===== src/rtl/evm_pkg.sv =====
// Shared opcode, gas and state definitions for the PUSH executor.
// Used by the fetch FSM and its byte packer.
package evm_pkg;

  localparam logic [7:0] OP_PUSH0  = 8'h5F;
  localparam logic [7:0] OP_PUSH32 = 8'h7F;

  localparam int GAS_BASE    = 2;
  localparam int GAS_VERYLOW = 3;

  typedef enum logic [1:0] {
    IDLE,
    FETCH,
    PUSH
  } push_state_t;

  function automatic logic is_push(input logic [7:0] op);
    return (op >= OP_PUSH0) && (op <= OP_PUSH32);
  endfunction

endpackage


===== src/rtl/push_byte_packer.sv =====
// Shifts up to FETCH_BYTES code bytes into the immediate accumulator,
// byte 0 first, with bytes at or past code end forced to zero.
module push_byte_packer #(
  parameter int WORD_W      = 256,
  parameter int FETCH_BYTES = 4,
  parameter int PC_W        = 16,
  localparam int CW         = $clog2(FETCH_BYTES + 1)
) (
  input  logic [WORD_W-1:0]        acc,
  input  logic [8*FETCH_BYTES-1:0] fetch_data,
  input  logic [CW-1:0]            c,
  input  logic [PC_W-1:0]          addr,
  input  logic [PC_W-1:0]          code_size,
  output logic [WORD_W-1:0]        acc_nxt
);

  logic [7:0]      b;
  logic [PC_W-1:0] ba;

  always_comb begin
    acc_nxt = acc;
    b       = '0;
    ba      = '0;
    for (int i = 0; i < FETCH_BYTES; i++) begin
      if (CW'(i) < c) begin
        // address wraps before the code_size compare
        ba = addr + PC_W'(i);
        b  = fetch_data[8*i +: 8];
        if (ba >= code_size)
          b = '0;
        acc_nxt = (acc_nxt << 8) | WORD_W'(b);
      end
    end
  end

endmodule


===== src/rtl/evm_push_fetch.sv =====
// Sequential PUSH0..PUSH32 executor: fetches immediate bytes in chunks,
// assembles them big-endian and hands one push to the stack.
module evm_push_fetch
  import evm_pkg::*;
#(
  parameter int WORD_W      = 256,
  parameter int FETCH_BYTES = 4,
  parameter int PC_W        = 16,
  parameter int GAS_W       = 32
) (
  input  logic                     clk,
  input  logic                     rst,
  input  logic                     op_valid,
  output logic                     op_ready,
  input  logic [7:0]               opcode,
  input  logic [PC_W-1:0]          pc,
  input  logic [PC_W-1:0]          code_size,
  output logic                     fetch_req,
  output logic [PC_W-1:0]          fetch_addr,
  input  logic                     fetch_ack,
  input  logic [8*FETCH_BYTES-1:0] fetch_data,
  output logic                     push_valid,
  input  logic                     push_ready,
  output logic [WORD_W-1:0]        push_data,
  output logic [PC_W-1:0]          pc_nxt,
  output logic [GAS_W-1:0]         gas,
  output logic                     bad_op
);

  localparam int CW = $clog2(FETCH_BYTES + 1);

  push_state_t       state;
  logic [5:0]        rem;
  logic [PC_W-1:0]   addr;
  logic [PC_W-1:0]   code_sz;
  logic [WORD_W-1:0] acc;
  logic [WORD_W-1:0] acc_nxt;
  logic [CW-1:0]     c;
  logic [5:0]        n_in;
  logic              live;
  logic              advance;

  assign n_in = 6'(opcode - OP_PUSH0);

  always_comb begin
    if (rem < 6'(FETCH_BYTES))
      c = CW'(rem);
    else
      c = CW'(FETCH_BYTES);
  end

  // a chunk lying wholly past code end needs no memory request
  always_comb begin
    live = 1'b0;
    for (int i = 0; i < FETCH_BYTES; i++) begin
      if ((CW'(i) < c) && ((addr + PC_W'(i)) < code_sz))
        live = 1'b1;
    end
  end

  assign op_ready   = (state == IDLE);
  assign fetch_req  = (state == FETCH) && live;
  assign fetch_addr = addr;
  assign push_valid = (state == PUSH);
  assign push_data  = acc;
  assign advance    = (state == FETCH) && (!live || fetch_ack);

  push_byte_packer #(
    .WORD_W      (WORD_W),
    .FETCH_BYTES (FETCH_BYTES),
    .PC_W        (PC_W)
  ) u_packer (
    .acc        (acc),
    .fetch_data (fetch_data),
    .c          (c),
    .addr       (addr),
    .code_size  (code_sz),
    .acc_nxt    (acc_nxt)
  );

  always_ff @(posedge clk or posedge rst) begin
    if (rst) begin
      state   <= IDLE;
      rem     <= '0;
      addr    <= '0;
      code_sz <= '0;
      acc     <= '0;
      pc_nxt  <= '0;
      gas     <= '0;
      bad_op  <= 1'b0;
    end else begin
      bad_op <= 1'b0;
      unique case (state)
        IDLE: begin
          if (op_valid) begin
            if (!is_push(opcode)) begin
              bad_op <= 1'b1;
            end else begin
              acc     <= '0;
              code_sz <= code_size;
              addr    <= pc + PC_W'(1);
              rem     <= n_in;
              pc_nxt  <= pc + PC_W'(1) + PC_W'(n_in);
              if (n_in == 6'd0) begin
                gas   <= GAS_W'(GAS_BASE);
                state <= PUSH;
              end else begin
                gas   <= GAS_W'(GAS_VERYLOW);
                state <= FETCH;
              end
            end
          end
        end
        FETCH: begin
          if (advance) begin
            acc  <= acc_nxt;
            addr <= addr + PC_W'(c);
            rem  <= rem - 6'(c);
            if (rem == 6'(c))
              state <= PUSH;
          end
        end
        PUSH: begin
          if (push_ready)
            state <= IDLE;
        end
        default: state <= IDLE;
      endcase
    end
  end

endmodule


===== config.mk =====
export PLATFORM = sky130hd
export DESIGN_NAME = evm_push_fetch
export DESIGN_NICKNAME = d
export VERILOG_FILES = /design/src/rtl/evm_pkg.sv /design/src/rtl/push_byte_packer.sv /design/src/rtl/evm_push_fetch.sv
export SDC_FILE = /design/constraint.sdc
export NUM_CORES = 2
export LEC_CHECK = 0
export BUFFER_PORTS_ARGS = -buffer_cell sky130_fd_sc_hd__buf_2
export CORE_MARGIN = 4
export CORE_UTILIZATION = 50
export DETAILED_ROUTE_END_ITERATION = 7
export PLACE_DENSITY = 0.73
export SYNTH_ARGS = -nofsm -noshare
export SYNTH_HDL_FRONTEND = slang
export SYNTH_SLANG_ARGS = --single-unit

===== constraint.sdc =====
create_clock -name clk -period 10.47 [get_ports clk]
set_input_delay 1.047 -clock clk [delete_from_list [all_inputs] [get_ports clk]]
set_output_delay 1.047 -clock clk [all_outputs]
set_load 0.005 [all_outputs]

# ---- Word level (Yosys, flattened, before mapping)
# Index checks and enable logic that the tools add are counted.
dict set report word_totals {
  regBits 345
  elab_cells 101
}
dict set report classes {
  addsub 8
  order_cmp 15
  n_eq_ne 9
  n_mux 40
  n_bitwise 4
  reduce_logical 16
}
# op count
set ops {}
lappend ops {{$mux 256} 7}
lappend ops {{$or 256x8->256} 4}
lappend ops {{$pmux 256 s2} 1}
lappend ops {{$ge 16x16->1} 4}
lappend ops {{$lt 16x16->1} 4}
lappend ops {{$mux 8} 8}
lappend ops {{$mux 16} 3}
lappend ops {{$add 16x1->16 const B} 2}
lappend ops {{$add 16x2->16 const B} 2}
lappend ops {{$pmux 16 s2} 1}
lappend ops {{$mux 6} 3}
lappend ops {{$add 16x3->16} 1}
lappend ops {{$add 16x6->16} 1}
lappend ops {{$mux 2} 6}
lappend ops {{$pmux 6 s2} 1}
lappend ops {{$reduce_and 5->1} 2}
lappend ops {{$ge 8x7->1 const B} 1}
lappend ops {{$le 8x7->1 const B} 1}
lappend ops {{$mux 1} 8}
lappend ops {{$logic_and 1x1->1} 7}
lappend ops {{$eq 6x3->1} 1}
lappend ops {{$logic_not 6->1} 1}
lappend ops {{$lt 1x3->1 const A} 2}
lappend ops {{$lt 2x3->1 const A} 2}
lappend ops {{16 further kinds} 19}

# ---- Longest topological paths before layout
dict set report logic_depth {
  ltp_word 14
  mapped_depth 21
  mapped_depth_nobuf 16
}

# ---- By module
# From an unflattened synthesis, not the netlist that was laid out.
dict set report unflattened {
  cells_unflattened 3631
  hier_area_um2 29125.4
}
# module instances cells_per_inst area_each_um2 seq_area_each_um2
set by_module_without_submodules {}
lappend by_module_without_submodules {evm_push_fetch 1 1850 17570.6 7882.6}
lappend by_module_without_submodules {push_byte_packer 1 1781 11554.8 0.0}

# ---- Worst setup path before layout
# Ideal clock, no wire load.
dict set report synth_path {
  kind {register to register}
  startpoint {register addr[6] (netlist: fetch_addr[6])}
  endpoint {register acc[40] (netlist: push_data[40])}
  t_arrival_ns 4.258
  t_required_ns 10.345
  path_slack_ns 6.088
  path_stages_with_launch 20
  path_buffers 4
  period_less_slack_ns 4.382
  cell_sequence {dfrtp_1 > clkbuf_1 > and3_1 > and2_1 > and3_1 > and3_1 > and3_1 > nand2_1 > xnor2_1 > ha_1 > nand4_1 > or4_1 > o211ai_1 > o211a_1 > a211oi_2 > buf_4 > buf_6 > nor2_1 > buf_2 > mux2_2}
}
dict set report synth_between {
  elab_chain_len 11
  word_cells_on_any_way 20
  cone_classes {add/sub (3); order compare (4); eq/ne (1); mux (4); reduce/logical (8)}
}
# item line
set synth_lines {}
lappend synth_lines {{from (decl)} evm_push_fetch.sv:34} ;# logic [PC_W-1:0] addr;
lappend synth_lines {{from (signal assigned)} evm_push_fetch.sv:101} ;# addr <= pc + PC_W'(1);
lappend synth_lines {{from (signal assigned)} evm_push_fetch.sv:117} ;# addr <= addr + PC_W'(c);
lappend synth_lines {{$add 16x1->16 or $lt 16x16->1 (tied branches)} evm_push_fetch.sv:56} ;# if ((CW'(i) < c) && ((addr + PC_W'(i)) < code_sz))
lappend synth_lines {{$lt 16x16->1 or $logic_and 1x1->1 (tied branches)} evm_push_fetch.sv:56}
lappend synth_lines {{$logic_and 1x1->1 or $mux 1 (tied branches)} evm_push_fetch.sv:56}
lappend synth_lines {{$mux 1 (2 in series)} evm_push_fetch.sv:56}
lappend synth_lines {{$mux 1 (*)} evm_push_fetch.sv:56}
lappend synth_lines {{$logic_not 1->1 (*)} evm_push_fetch.sv:66} ;# assign advance = (state == FETCH) && (!live || fetch_ack);
lappend synth_lines {{$logic_or 1x1->1 (*)} evm_push_fetch.sv:66}
lappend synth_lines {{$logic_and 1x1->1 (*)} evm_push_fetch.sv:66}
lappend synth_lines {{$ne 2x2->1 (no line) (*)} --}
lappend synth_lines {{$reduce_and 4->1 (no line) (*)} --}
lappend synth_lines {{to (signal assigned)} evm_push_fetch.sv:116} ;# acc <= acc_nxt;
lappend synth_lines {{to (decl)} evm_push_fetch.sv:36} ;# logic [WORD_W-1:0] acc;
# Every way passes the cells marked *; elsewhere a longest branch is shown, timed or not.
# A chain may end at the register's enable or synchronous reset.

# ---- Worst setup path in the final report
dict set report layout_path {
  startpoint {register addr[6] (netlist: fetch_addr[6])}
  endpoint {register acc[36] (netlist: push_data[36])}
}
# Same word-level chain as after synthesis.

==> results by group <==
Worst setup path
  • Max FO, Critical Path: 81
  • Worst-case register-to-register setup slack: 3.37 ns
  • Critical Path Start: fetch_addr[6]
  • Capturing point of the worst reg2reg path: push_data[36]
  • Critical path class: register to register
  • Critical path buffers and inverters: 2
  • Crit path max-delay cell type: or2_4
  • Crit path depth: 16
  • Crit path capture type: register
  • Biggest cell delay along the critical path: 0.97 ns
  • Destination of the critical timing path: push_data[36]
  • Chain of cells forming the critical path: and3_1, nand4_1, nor4_1, nand3_1, xnor2_1, ha_1, o21ai_0, o22ai_1, a2111oi_1, o211ai_1, o211a_1, a211oi_4, buf_4, or2_4, buf_4, o21ai_0
  • Worst reg-to-reg path cell count: 16
  • Kind of cell adding the most delay to the critical path: simple AND/OR/NAND/NOR gates
  • CP Launch Type: register
  • Launching point of the worst reg2reg path: fetch_addr[6]
  • Worst endpoint required time: 10.87 ns
  • Worst EP arrival: 7.49 ns

STA
  • Pin slew with the least headroom to its limit: 1.33 ns
  • Final hold violation count: 0
  • Sum of negative setup slack: 0 ns
  • Worst Clk Skew: 0.0221 ns
  • Maximum clock rate: 141 MHz
  • Final number of setup-violating endpoints: 0
  • Worst slew slack as a fraction of its limit: 11.4%
  • Final Slew Violations: 0
  • Period utilisation layout: 67.8%
  • Setup repair after global routing missed its margin: false
  • Post-layout minimum cycle time: 7.10 ns

Clock network
  • CTS sink count: 315
  • Number of post-CTS setup repair buffers: 0
  • Clock buffers created by TritonCTS: 40
  • CTS root buffer: clkbuf_16
  • CTS H-tree lvls: 2
  • Number of gates resized after cts: 0
  • Maximum clock path buffer count: 3
  • TritonCTS clock tree: built
  • Clock latency of the later-clocked register in the worst-skew pair: 0.58 ns
  • Hold-fix buffers, CTS: 0
  • Clock slew seen by the registers of the worst setup and hold paths: 0.06 ns

Floorplan
  • Number of placement rows: 82
  • Area of the die: 0.0543 mm²
  • Num ports: 401
  • Area of the core: 0.0501 mm²
  • Effective utilization at floorplan: 50.5%
  • Chip Height: 233 µm
  • Floorplan die width: 233 µm

Placed design
  • Sum of net half-perimeters after detailed placement: 65.4 mm
  • Area after detailed placement: 0.0271 mm²
  • Count of port buffers added during placement: 370
  • Final Wtd Congestion: 0.953

Route
  • Mean number of vias per cell: 6.78
  • Routed Wire Length: 100 mm
  • Highest routed metal layer: met4
  • Post-route antenna net violation count: 0
  • Number of detailed-route iterations in the first pass: 8
  • WL met2: 44.7 mm
  • Routed wire length on met3: 11.4 mm
  • 1st-iter DRT viols: 3788
  • Number of vias in the routed layout: 27014
  • Sum of routed wire segments on met1: 39.5 mm
  • DR DRC count: 0
  • Average wire per cell in the routed design: 25.1 µm

Global routing
  • Number of antenna violations at the first check in global routing: 1
  • First-pass GRT wire length: 153 mm
  • Total grt overflow: 0
  • Maximum number of pins on one net before global-route repair: 155
  • Global-route total usage across every layer: 35.1%
  • Vias in the first global route: 25238

Power and ir drop
  • Areal power density over the cells: 355 mW/mm²
  • IR Drop Worst-Case VDD: 0.000307 V
  • Leak: 11.8 nW

Cells and area
  • Final antenna diode count: 0
  • Share of post-route cells with drive strength above 1: 16.6%
  • Number of nets in the finished design: 3444
  • Area Overhead vs Synth: 12.0%
  • Finished layout cell area: 0.0283 mm²

Yosys
  • Syn Area/Cell: 8.06 µm²
  • Commonest register cell after synthesis: dfrtp_1
  • Number of enable flip-flop cells after synthesis: 0
  • Fraction of registers with async set/reset: 100%
  • Register bit count reported by yosys: 315
  • Post-synth design cell area: 0.0253 mm²
  • Synth area leaders: dfrtp_1 (31%), o21ai_0 (9.5%), mux2i_1 (8.8%)
  • Synth unique cells: 74
  • Count of synthesis-stage warnings from yosys: 0
  • Share of Yosys cell area claimed by the top area cell type: 31.2%
  • Gate count after technology mapping: 3137
  • Leading area contributor after synthesis: dfrtp_1
  • Part of the Yosys area used for sequential elements: 31.2%

Hold path
  • Tightest Hold Check Type: register to register

Outcome
  • Outcome: completed

Run
  • Maxcap violations: 0
final cells by class:
cell class | count | area, µm²
inverter | 38 | 153
tap | 672 | 841
clock buffer | 63 | 1200
fill | 4594 | 21700
multi-input combinational | 2477 | 16000
sequential | 315 | 7890
timing repair buffer | 414 | 2210
clock inverter | 4 | 31.3
worst register-to-register path: stages, from the launching register on:
cell and delay [ns]:
dfrtp_1 0.60, and3_1 0.31, nand4_1 0.34, nor4_1 0.66, nand3_1 0.17, xnor2_1 0.17, ha_1 0.31, o21ai_0 0.19
o22ai_1 0.11, a2111oi_1 0.54, o211ai_1 0.17, o211a_1 0.23, a211oi_4 0.25, buf_4 0.54, or2_4 0.98, buf_4 1.05
o21ai_0 0.32
metrics by stage:
stage | utilization, % | instances | hold slack (ns) | setup slack [ns] | power [W]
2_1_floorplan | - | 3166 | 0.459 | 0.708 | 0.00642
3_3_place_gp | 54.1 | 3916 | 0.451 | 3.71 | 0.00832
3_5_place_dp | 54.1 | 3916 | 0.469 | 3.61 | 0.00849
4_1_cts | 56.6 | 3983 | 0.480 | 3.58 | 0.00986
5_1_grt | 56.6 | 3983 | 0.501 | 3.11 | 0.0107
6_report | 56.6 | 3983 | 0.472 | 3.37 | 0.0101
registers in the layout, indices dropped and copies added, names as in the netlist:
register,cells
fetch_addr,16
code_sz,16
rem,6
bad_op,1
pc_nxt,16
gas,2
state,2
push_data,256
synthesized netlist by cell type, drive strengths merged, types with 47 or more instances:
cell,n
a21oi,199
mux2i,223
clkbuf,232
o2bb2ai,51
nor2,294
a211oi,92
o211ai,57
a22o,47
o21ai,479
ha,79
nand2,288
buf,104
o22ai,81
o31ai,81
dfrtp,315
kinds of logic (layout without fill, tap and decap cells):
family	Yosys count	after routing	share of synthesized area [%]
compound gates	1256	1256	32.2
simple gates	776	776	13.2
buf+inv	374	519	6.37
flops	315	315	31.2
mux	260	260	10.5
fa+ha+maj	81	81	4.07
xor+xnor	73	73	2.53
other cells	2	31	0.0297
how the worst min path moves through the flow:
stage / from / end / slack, ns / cells after the start
finish: pc_nxt[14] / pc_nxt[14] / 0.47 / 2
global placement: gas[1] / gas[1] / 0.45 / 1
detailed placement: pc_nxt[14] / pc_nxt[14] / 0.47 / 2
floorplan: gas[1] / gas[1] / 0.46 / 1
global route: pc_nxt[13] / pc_nxt[13] / 0.50 / 2
CTS: pc_nxt[14] / pc_nxt[14] / 0.48 / 2
layer usage:
layer / vias to the layer above / GRT usage (%)
li1: 11850 / -
met1: 13170 / 47.7
met2: 1702 / 53.2
met3: 292 / 9.32
met4: 0 / 14.1
met5: - / 0
placed cells by master, fill, tap and decap left out, types with 33 or more instances in the layout:
cell and instances:
a211oi_1 91, ha_1 79, o21ai_0 479, buf_2 370, buf_4 42, nor3_1 35, a22o_1 47, o31ai_1 80
dfrtp_1 314, o22ai_1 81, nand3_1 40, inv_1 35, nor2_1 291, a21oi_1 199, o211ai_1 57, nand2_1 284
xnor2_1 33, o2bb2ai_1 51, clkbuf_16 42, mux2i_1 223, xor2_1 40
power by group:
part / switching, W / internal [W]
Clock: 0.000575 / 0.000781
Combinational: 0.00414 / 0.00213
Sequential: 0.000764 / 0.00167
Total: 0.00548 / 0.00458
Note: power is estimated with default switching activity, not from simulation.
